<file path="config.mk">
export PLATFORM = sky130hd
export DESIGN_NAME = display_scoreboard
export DESIGN_NICKNAME = d
export VERILOG_FILES = /design/src/rtl/display_scoreboard.sv
export SDC_FILE = /design/constraint.sdc
export NUM_CORES = 1
export LEC_CHECK = 0
export CAP_MARGIN = 20
export CORE_MARGIN = 4
export CORE_UTILIZATION = 47
export DETAILED_ROUTE_END_ITERATION = 6
export PLACE_DENSITY = 0.89
export SLEW_MARGIN = 20
export SYNTH_ARGS = -nofsm -noshare
export SYNTH_HDL_FRONTEND = slang
export SYNTH_SLANG_ARGS = --single-unit
export TNS_END_PERCENT = 50
</file>
<file path="constraint.sdc">
create_clock -name VGA_CLK -period 1.8 [get_ports VGA_CLK]
set_input_delay 0.36 -clock VGA_CLK [delete_from_list [all_inputs] [get_ports VGA_CLK]]
set_output_delay 0.36 -clock VGA_CLK [all_outputs]
set_load 0.03 [all_outputs]
</file>
<file path="src/rtl/display_scoreboard.sv">
// Two seven-segment score digits for a 160x120 VGA raster. Scores are latched at
// frame start so a digit never changes mid-frame; outputs lag the pixel by one clock.
module display_scoreboard #(
    parameter int unsigned PLAYER_X0    = 60,
    parameter int unsigned AI_X0        = 88,
    parameter int unsigned DIGIT_Y0     = 4,
    parameter logic [2:0]  PLAYER_COLOR = 3'b010,
    parameter logic [2:0]  AI_COLOR     = 3'b100
) (
    input  logic       VGA_CLK,
    input  logic       resetn,
    input  logic [7:0] xvga,
    input  logic [6:0] yvga,
    input  logic [3:0] player_score,
    input  logic [3:0] ai_score,
    output logic       display_player,
    output logic       display_ai,
    output logic [2:0] player_color,
    output logic [2:0] ai_color
);

    localparam int unsigned CELL_W = 12;
    localparam int unsigned CELL_H = 20;
    localparam int unsigned FRAME_W = 160;
    localparam int unsigned FRAME_H = 120;

    // Bounds are held one bit wider than the pixel counters so X0+12 cannot wrap.
    localparam logic [8:0] PX_LO = 9'(PLAYER_X0);
    localparam logic [8:0] PX_HI = 9'(PLAYER_X0 + CELL_W);
    localparam logic [8:0] AX_LO = 9'(AI_X0);
    localparam logic [8:0] AX_HI = 9'(AI_X0 + CELL_W);
    localparam logic [7:0] Y_LO  = 8'(DIGIT_Y0);
    localparam logic [7:0] Y_HI  = 8'(DIGIT_Y0 + CELL_H);

    logic [3:0] player_q;
    logic [3:0] ai_q;

    logic [8:0] x_c;
    logic [7:0] y_c;
    logic       in_frame_c;
    logic       y_in_c;
    logic       p_in_c;
    logic       a_in_c;
    logic [4:0] ly_c;
    logic [3:0] plx_c;
    logic [3:0] alx_c;
    logic       hit_p_c;
    logic       hit_a_c;
    logic       frame_start_c;

    // Segment membership of a local cell coordinate for a given digit value.
    function automatic logic seg_hit(input logic [3:0] lx, input logic [4:0] ly,
                                     input logic [3:0] digit);
        logic [6:0] segs;  // {a,b,c,d,e,f,g}
        logic       left;
        logic       right;
        logic       upper;
        case (digit)
            4'd0:    segs = 7'b1111110;
            4'd1:    segs = 7'b0110000;
            4'd2:    segs = 7'b1101101;
            4'd3:    segs = 7'b1111001;
            4'd4:    segs = 7'b0110011;
            4'd5:    segs = 7'b1011011;
            4'd6:    segs = 7'b1011111;
            4'd7:    segs = 7'b1110000;
            4'd8:    segs = 7'b1111111;
            4'd9:    segs = 7'b1111011;
            default: segs = 7'b0000000;
        endcase
        left  = (lx <= 4'd1);
        right = (lx >= 4'd10);
        upper = (ly <= 5'd9);
        seg_hit = (segs[6] && ly <= 5'd1)
               || (segs[5] && right && upper)
               || (segs[4] && right && !upper)
               || (segs[3] && ly >= 5'd18)
               || (segs[2] && left && !upper)
               || (segs[1] && left && upper)
               || (segs[0] && (ly == 5'd9 || ly == 5'd10));
    endfunction

    // Bounds-gated local coordinates: subtraction only happens inside the cell.
    always_comb begin
        x_c           = {1'b0, xvga};
        y_c           = {1'b0, yvga};
        in_frame_c    = (x_c < 9'(FRAME_W)) && (y_c < 8'(FRAME_H));
        y_in_c        = (y_c >= Y_LO) && (y_c < Y_HI);
        p_in_c        = in_frame_c && y_in_c && (x_c >= PX_LO) && (x_c < PX_HI);
        a_in_c        = in_frame_c && y_in_c && (x_c >= AX_LO) && (x_c < AX_HI);
        ly_c          = y_in_c ? 5'(y_c - Y_LO) : 5'd0;
        plx_c         = p_in_c ? 4'(x_c - PX_LO) : 4'd0;
        alx_c         = a_in_c ? 4'(x_c - AX_LO) : 4'd0;
        hit_p_c       = p_in_c && seg_hit(plx_c, ly_c, player_q);
        hit_a_c       = a_in_c && seg_hit(alx_c, ly_c, ai_q);
        frame_start_c = (xvga == 8'd0) && (yvga == 7'd0);
    end

    always_ff @(posedge VGA_CLK or negedge resetn) begin
        if (!resetn) begin
            player_q       <= 4'd0;
            ai_q           <= 4'd0;
            display_player <= 1'b0;
            display_ai     <= 1'b0;
            player_color   <= 3'b000;
            ai_color       <= 3'b000;
        end else begin
            if (frame_start_c) begin
                player_q <= player_score;
                ai_q     <= ai_score;
            end
            display_player <= hit_p_c;
            display_ai     <= hit_a_c;
            player_color   <= hit_p_c ? PLAYER_COLOR : 3'b000;
            ai_color       <= hit_a_c ? AI_COLOR : 3'b000;
        end
    end

endmodule

</file>
Yosys cells after proc, flatten, opt, wreduce, memory -nomap -nowiden
Memory sizes are Yosys's and may differ from the RTL's.
Cells that the tools add are included.
- bits in registers: 15
- memory bits (read-only): 224
- bits of input ports: 25
- output and inout port bits: 8
- word-level logic and storage cells: 81
- memories: 2
- memories (name ; depth ; width ; read ports ; clocked after memory_dff ; write ports ; RTL line ; source):
    (name not given) ; 16 ; 7 ; 1 ; 0 ; 0 ; 58 ; case (digit)
    (name not given) ; 16 ; 7 ; 1 ; 0 ; 0 ; 58 ;
- add/subtract/negate cells: 3
- order comparisons: 15
- equality and inequality tests: 2
- multiplexer cells: 5
- reductions and logical operators: 48
- operator list (cell ; count):
    logical AND 1 bit ; 32
    < comparator 8 x 7 -> 1 bit, second input constant ; 2
    logical OR 1 bit ; 13
    equality test 5 x 4 -> 1 bit, second input constant ; 2
    greater-or-equal comparator 4 bit, second input constant ; 2
    greater-or-equal comparator 8 x 6 -> 1 bit, second input constant ; 1
    greater-or-equal comparator 8 x 7 -> 1 bit, second input constant ; 1
    <= comparator 4 x 1 -> 1 bit, second input constant ; 2
    logical NOT 8 bit ; 1
    < comparator 8 bit, second input constant ; 1
    two-way mux 4 bit ; 2
    subtractor 4 bit, second input constant ; 2
    greater-or-equal comparator 7 x 3 -> 1 bit, second input constant ; 1
    logical NOT 7 bit ; 1
    < comparator 7 x 5 -> 1 bit, second input constant ; 1
    < comparator 7 bit, second input constant ; 1
    greater-or-equal comparator 5 bit, second input constant ; 1
    <= comparator 5 x 1 -> 1 bit, second input constant ; 1
    <= comparator 5 x 4 -> 1 bit, second input constant ; 1
    two-way mux 5 bit ; 1
    subtractor 5 x 3 -> 5 bit, second input constant ; 1
    two-way mux 3 bit ; 1
    two-way mux 2 bit ; 1
    logical NOT 1 bit ; 1

Longest topological paths before layout
Gate-level depths: netlist (run 1).
- depth after elaboration: 17
- depth in mapped cells: 7
- depth with buffers taken out: 7

Worst setup path before layout (run 1)
Ideal clock, no wire load.
- kind: in2reg
- from: input port yvga[3]
- to: register player_color[1]
- setup time: 0.099 ns
- arrival: 1.792 ns
- data required time: 1.701 ns
- setup slack: -0.092 ns
- cell stages on the path: 7
- path buffers: 0
- cell sequence: inv_1 ha_1 or3b_4 a21o_1 a2111oi_1 o31ai_1 a311oi_1
- longest elaborated chain between the ends: 17
- elaborated cells on any way between the ends: 39
- classes of those cells: add/sub (1); order compare (8); eq/ne (2); mux (3); reduce/logical (25)
- ends and longest elaborated chain (element ; RTL line ; source):
    start, declared ; 13 ; input logic [6:0] yvga,
    < comparator 7 bit (tied with other cells) ; 87 ; in_frame_c = (x_c < 9'(FRAME_W)) && (y_c < 8'(FRAME_H));
    logical AND 1 bit, on equally long branches ; 87, 88 ;
    logical AND 1 bit (3 in a row) ; 89 ; p_in_c = in_frame_c && y_in_c && (x_c >= PX_LO) && (x_c < PX_HI);
    two-way mux 4 bit ; 92 ; plx_c = p_in_c ? 4'(x_c - PX_LO) : 4'd0;
    greater-or-equal comparator 4 bit ; 72 ; right = (lx >= 4'd10);
    logical AND 1 bit (2 in a row) ; 75 ; || (segs[5] && right && upper)
    logical OR 1 bit ; 75 ;
    logical OR 1 bit ; 76 ; || (segs[4] && right && !upper)
    logical OR 1 bit ; 77 ; || (segs[3] && ly >= 5'd18)
    logical OR 1 bit ; 78 ; || (segs[2] && left && !upper)
    logical OR 1 bit ; 79 ; || (segs[1] && left && upper)
    logical OR 1 bit ; 80 ; || (segs[0] && (ly == 5'd9 || ly == 5'd10));
    logical AND 1 bit (*) ; 94 ; hit_p_c = p_in_c && seg_hit(plx_c, ly_c, player_q);
    via hit_p_c ; 47 ; logic hit_p_c;
    two-way mux 2 bit (*) ; 114 ; player_color <= hit_p_c ? PLAYER_COLOR : 3'b000;
    end signal, assigned ; 114 ;
    end, declared ; 18 ; output logic [2:0] player_color,
Mark *: on every way through the listed nets, which the timed path passes. The rest lies on a longest branch.
A chain may end at the register's enable or synchronous reset.

Worst setup path after layout (run 1)
Same ends and word-level chain as after synthesis.

==> results of run 1 <==
per-layer routing:
layer	wire, um	vias to the layer above
li1	-	566
met1	1260	543
met2	1590	41
met3	149	12
met4	88	0
met5	0	-
path summary, 6_finish.rpt:
check / start / end
worst max-delay path: yvga[3] / player_color[1]
worst max register to register: player_q[0] / player_color[1]
max in group asynchronous: resetn / player_q[1]
worst min register to register: player_q[0] / player_q[0]
min in group VGA_CLK: xvga[5] / player_color[1]
worst min-delay path: resetn / ai_q[0]
timing repair:
item                       CTS  global route
buffers inserted             0             1
pin swaps                    8             8
gates resized for setup     27            11
setup endpoints to repair   10             2
where the power goes:
part | internal, mW | switching [mW]
sequential | 0.225 | 0.000508
clock | 0.0767 | 0.0671
combinational | 0.104 | 0.0954
total | 0.406 | 0.163
cells in the final DEF, fill, tap and decap left out, drive strengths merged, types with 3 or more instances in the layout:
cell type	instances
nand3	3
clkbuf	6
nor2	6
clkdlybuf4s50	17
ha	16
buf	23
inv	10
dfrtp	10
a21oi	7
conb	4
dlygate4sd2	3
o21ai	9
nand2	8
nor3	4
nor2b	4
mux2	8
layout make-up:
class	instances	area [um2]	area share
multi-input combinational	107	907	0.541
clock buffer	3	22.5	0.0134
tap	28	35.0	0.0209
inverter	11	46.3	0.0276
timing repair buffer	49	415	0.248
sequential	10	251	0.150
cell families (layout without fill, tap and decap cells):
kind of cell / after synthesis / in the layout / synth area share
AOI/OAI and AO/OA: 34 / 34 / 0.196
buffers and inverters: 18 / 63 / 0.0789
adders and majority gates: 16 / 16 / 0.175
muxes: 9 / 9 / 0.0876
DFF: 10 / 10 / 0.219
xor gates and xnor gates: 3 / 3 / 0.0230
other: 1 / 4 / 0.00328
and+or+nand+nor: 41 / 41 / 0.217
registers in the layout, summed over array words and instances, names as in the netlist:
name / flops
player_q: 4
display_ai: 1
player_color: 1
ai_q: 4
metrics by stage:
step                std cells  instance area [um2]
floorplan                 135                 1200
global placement          204                 1620
detailed placement        204                 1620
CTS                       207                 1660
global route              208                 1680
finish                    208                 1680
==> impl_metrics.csv, run 1 <==
group,metric,value,unit
status,status,"finished, violations left",
global_routing,track_usage,0.194,
place,dp_hpwl,2500,um
place,io_buffers,28,
clock_tree,cts_buffers,3,
timing,fin_crit_sh,1.04,
route,wl_per_cell,14.8,um
worst_setup_path,reg2reg_depth,7,
global_routing,antenna_found_initial,0,
worst_setup_path,cp_num_buf_inv,2,
worst_setup_path,crit_family,"compound AO/OA/AOI/OAI gates",
clock_tree,cts_htree_levels,1,
floorplan,die_area,3280,um2
min_path,hold_class,"input pin to async pin",
clock_tree,clockRootBuffer,"clkbuf_4",
job,drv_cap,0,
worst_setup_path,path_depth,8,
logic_synthesis,synth_seq_cells,10,
clock_tree,clk_path_buf_depth,2,
global_routing,grt_busiest_layer,"met2",
worst_setup_path,cp.arrival,2030,ps
global_routing,grt_overflow,0,
logic_synthesis,yosys_warnings,0,
route,wirelength,3090,um
logic_synthesis,syn_inst,132,
timing,finalSetupViolCount,1,
clock_tree,worstSkewPairLatency,260,ps
timing,finalMaxSlewViolations,0,
route,routed_via_density,5.59,
worst_setup_path,regToRegSetupSlack,110,ps
timing,finalHoldViolations,0,
timing,finalWorstSetupSlack,-76.3,ps
worst_setup_path,crit_type,"input pin to register",
final_layout,fillCellCount,166,
logic_synthesis,syn_area_per_cell,8.65,um2
logic_synthesis,yosysMostFrequentCell,"ha_1",
timing,tns,-76.3,ps
floorplan,die_width,57.3,um
logic_synthesis,synth.cell_area,1140,um2
route,drc,0,
place,gp_congestion,0.937,
logic_synthesis,yosys.area.top_type_share,0.219,
logic_synthesis,synthTopCellsByCount,"16 x ha_1, 11 x inv_1, 10 x dfrtp_1",
logic_synthesis,synth_edf_count,0,
floorplan,die_h,57.3,um
final_layout,n_antenna_cell,0,
logic_synthesis,ys.flop_type,"dfrtp_1",
logic_synthesis,yosysSeqAreaShare,0.219,
worst_setup_path,slowest_delay,390,ps
worst_setup_path,crit_chain,"buf_2 > clkinv_4 > ha_2 > or3b_4 > a21o_4 > nor4b_4 > o211ai_1 > a311oi_1",
global_routing,grt_max_degree,11,
timing,fin_worst_hold_slack,408,ps
place,post-place-ws,-688,ps
timing,rsz0062_at_grt,"true",
power,irDropWorstVdd,555,uV
final_layout,area_growth_syn_to_layout,46.9,%
clock_tree,clock-sinks,10,
global_routing,met3_usage,0.0317,
clock_tree,path_clk_slew,60,ps
floorplan,initial_core_util,0.507,
power,p_total,0.569,mW
floorplan,num_io_pins,33,
timing,period_needed,1880,ps
route,drt_iter0_drc,23,
logic_synthesis,yosys.area.top_type,"dfrtp_1",
final_layout,final_nets,223,
status,failed_checks,"setup timing",
logic_synthesis,synth_area_leaders,"dfrtp_1 22%, ha_1 18%, mux2_2 7.9%",
timing,fmax,0.533,GHz
worst_setup_path,cpMaxStageDelayCell,"or3b_4",
logic_synthesis,async_flop_share,1.00,
clock_tree,hold_buffers,0,
power,leakage,0.731,nW
global_routing,first_global_vias,1186,
global_routing,use_met2,0.357,
timing,clock_skew,0.299,ps
route,vias,1162,
route,drtPass1Iterations,4,
worst_setup_path,worstPathMaxFanout,6,
worst_setup_path,cp-end-kind,"register",
worst_setup_path,crit_required,1960,ps
final_layout,final_util,0.744,
final_layout,drive_gt1_frac,0.311,
global_routing,grt_pass1_wl,5130,um
logic_synthesis,yosysUniqueCellTypes,48,
worst_setup_path,critPathLaunchType,"input pin",
floorplan,coreArea,2250,um2
floorplan,rows,17,
clock_tree,cts_tree,"done",
power,power.density,339,nW/um2
global_routing,use_met1,0.229,
route,detail-route-antenna-nets,0,
Power figures use the tool's default switching activity.
==> run 2, diff against run 1 <==
==> constraint.sdc (replaced) <==
create_clock -name VGA_CLK -period 1.8 [get_ports VGA_CLK]
set_input_delay 0.36 -clock VGA_CLK [delete_from_list [all_inputs] [get_ports VGA_CLK]]
set_output_delay 0.36 -clock VGA_CLK [all_outputs]
set_load 0.05 [all_outputs]
==> impl_metrics.csv, run 2 (synthesis results as in run 1) <==
group,metric,value,unit
status,status,"finished, violations left",
status,failed_checks,"setup timing",
floorplan,die_area,3280,um2
timing,finalWorstSetupSlack,-92.8,ps
timing,tightest_slew,638,ps
route,drc,0,
min_path,hold_class,"input pin to async pin",
worst_setup_path,cpMaxStageDelayCell,"or4b_4",
job,drv_cap,0,
global_routing,grt_pass1_wl,5750,um
place,dp_cells,205,
final_layout,final_common_cell,"buf_4",
route,routed_via_density,5.84,
power,seqPwrFrac,0.381,
place,gp_congestion,0.941,
clock_tree,clockRootBuffer,"clkbuf_4",
floorplan,rows,17,
power,sw_frac_of_total,0.304,
route,drt_iter0_drc,33,
global_routing,grt_max_degree,11,
worst_setup_path,cp_num_buf_inv,1,
power,leakage,0.768,nW
worst_setup_path,crit_required,1940,ps
floorplan,coreArea,2250,um2
worst_setup_path,reg2reg_depth,6,
global_routing,track_usage,0.220,
worst_setup_path,cp-end-kind,"register",
power,power.density,345,nW/um2
clock_tree,cts_tree,"done",
worst_setup_path,worstReg2RegStart,"player_q[0]",
floorplan,die_width,57.3,um
route,detail-route-antenna-nets,0,
place,dp_hpwl,2570,um
worst_setup_path,regToRegSetupSlack,40,ps
worst_setup_path,crit_family,"simple AND/OR/NAND/NOR gates",
clock_tree,cts_htree_levels,1,
worst_setup_path,r2r_end,"player_color[1]",
place,post-place-ws,-688,ps
worst_setup_path,crit_type,"input pin to register",
timing,finalSetupViolCount,1,
timing,period_needed,1890,ps
global_routing,antenna_found_initial,0,
floorplan,initial_core_util,0.507,
floorplan,num_io_pins,33,
timing,rsz0062_at_grt,"true",
worst_setup_path,worstPathMaxFanout,3,
final_layout,n_antenna_cell,0,
timing,finalHoldViolations,0,
final_layout,layout.cells.non_filler,211,
worst_setup_path,slowest_delay,540,ps
worst_setup_path,cp.arrival,2040,ps
clock_tree,clk_path_buf_depth,2,
clock_tree,cts_buffers,3,
power,p_clk_frac,0.244,
route,drtPass1Iterations,4,
final_layout,area_growth_syn_to_layout,50.4,%
global_routing,first_global_vias,1309,
timing,fin_crit_sh,1.05,
final_layout,reg.largest.list,"ai_q x4, player_q x4",
power,p_switching,0.180,mW
route,wirelength,3520,um
place,io_buffers,28,
timing,fin_worst_hold_slack,415,ps
timing,clock_skew,3.62,ps
clock_tree,worstSkewPairLatency,260,ps
route,wl_per_cell,16.7,um
final_layout,drive_gt1_frac,0.333,
power,irDropWorstVdd,396,uV
clock_tree,clock-sinks,10,
worst_setup_path,critPathLaunchType,"input pin",
route,vias,1232,
final_layout,final_util,0.762,
power,power_frac_comb,0.375,
final_layout,final_cell_mix,"26 x buf_4, 14 x ha_1, 12 x clkdlybuf4s50_1, 10 x inv_1, 10 x dfrtp_1",
timing,fmax,0.528,GHz
floorplan,die_h,57.3,um
final_layout,final_nets,226,
worst_setup_path,crit_chain,"clkdlybuf4s15_1 > or4b_4 > a21o_4 > nor4_2 > o21ai_1 > a311oi_1",
timing,finalMaxSlewViolations,0,
timing,slew_headroom,0.570,
clock_tree,path_clk_slew,60,ps
global_routing,grt_overflow,0,
power,p_int,0.413,mW
[run 2: timing repair]
item | in CTS | in global routing
endpoints found under the setup margin | 10 | 2
pin swaps | 7 | 10
resized for setup | 29 | 14
endpoints found under the hold margin | 0 | 0
buffers inserted | 3 | 0
hold buffers | 0 | 0
[run 2: cell type report]
| cell class | count | area [um2] |
|---|---|---|
| Timing Repair Buffer | 52 | 448 |
| Clock buffer | 3 | 22.5 |
| Multi-Input combinational cell | 107 | 916 |
| Sequential cell | 10 | 250 |
| Inverter | 11 | 46.3 |
| Fill cell | 171 | 537 |
| Tap cell | 28 | 35.0 |
[run 2: how the worst max path moves through the flow]
stage / cells past startpoint / slack (ps) / startpoint / endpoint
global route: 6 / -130 / xvga[4] / player_color[1]
global placement: 8 / -590 / yvga[3] / player_color[1]
floorplan: 7 / 0.8 / yvga[3] / player_color[1]
finish: 6 / -90 / xvga[4] / player_color[1]
CTS: 8 / 0.9 / yvga[3] / player_color[1]
detailed placement: 8 / -690 / yvga[3] / player_color[1]
[run 2: through the flow]
| step | area, um2 | setup TNS, ps | total power, mW |
|---|---|---|---|
| CTS | 1690 | 0 | 0.586 |
| global route | 1720 | -130 | 0.620 |
| global placement | 1620 | -3780 | 0.425 |
| floorplan | 1200 | 0 | 0.321 |
| detailed placement | 1620 | -4670 | 0.432 |
| finish | 1720 | -92.8 | 0.593 |
[run 2: power by group through the flow]
stage	sequential, mW	clock, mW	combinational, mW
after global routing	0.226	0.159	0.236
after detailed placement	0.230	0	0.202
after global placement	0.230	0	0.195
after CTS	0.226	0.152	0.209
after floorplan	0.231	0	0.0903
final	0.226	0.144	0.223
[run 2: metal layers]
metal	vias to the layer above	GRT usage	part of all wire
li1	575	-	-
met1	587	0.234	0.40
met2	56	0.431	0.53
met3	14	0.0317	0.047
met4	0	0.0795	0.023
met5	-	0	0
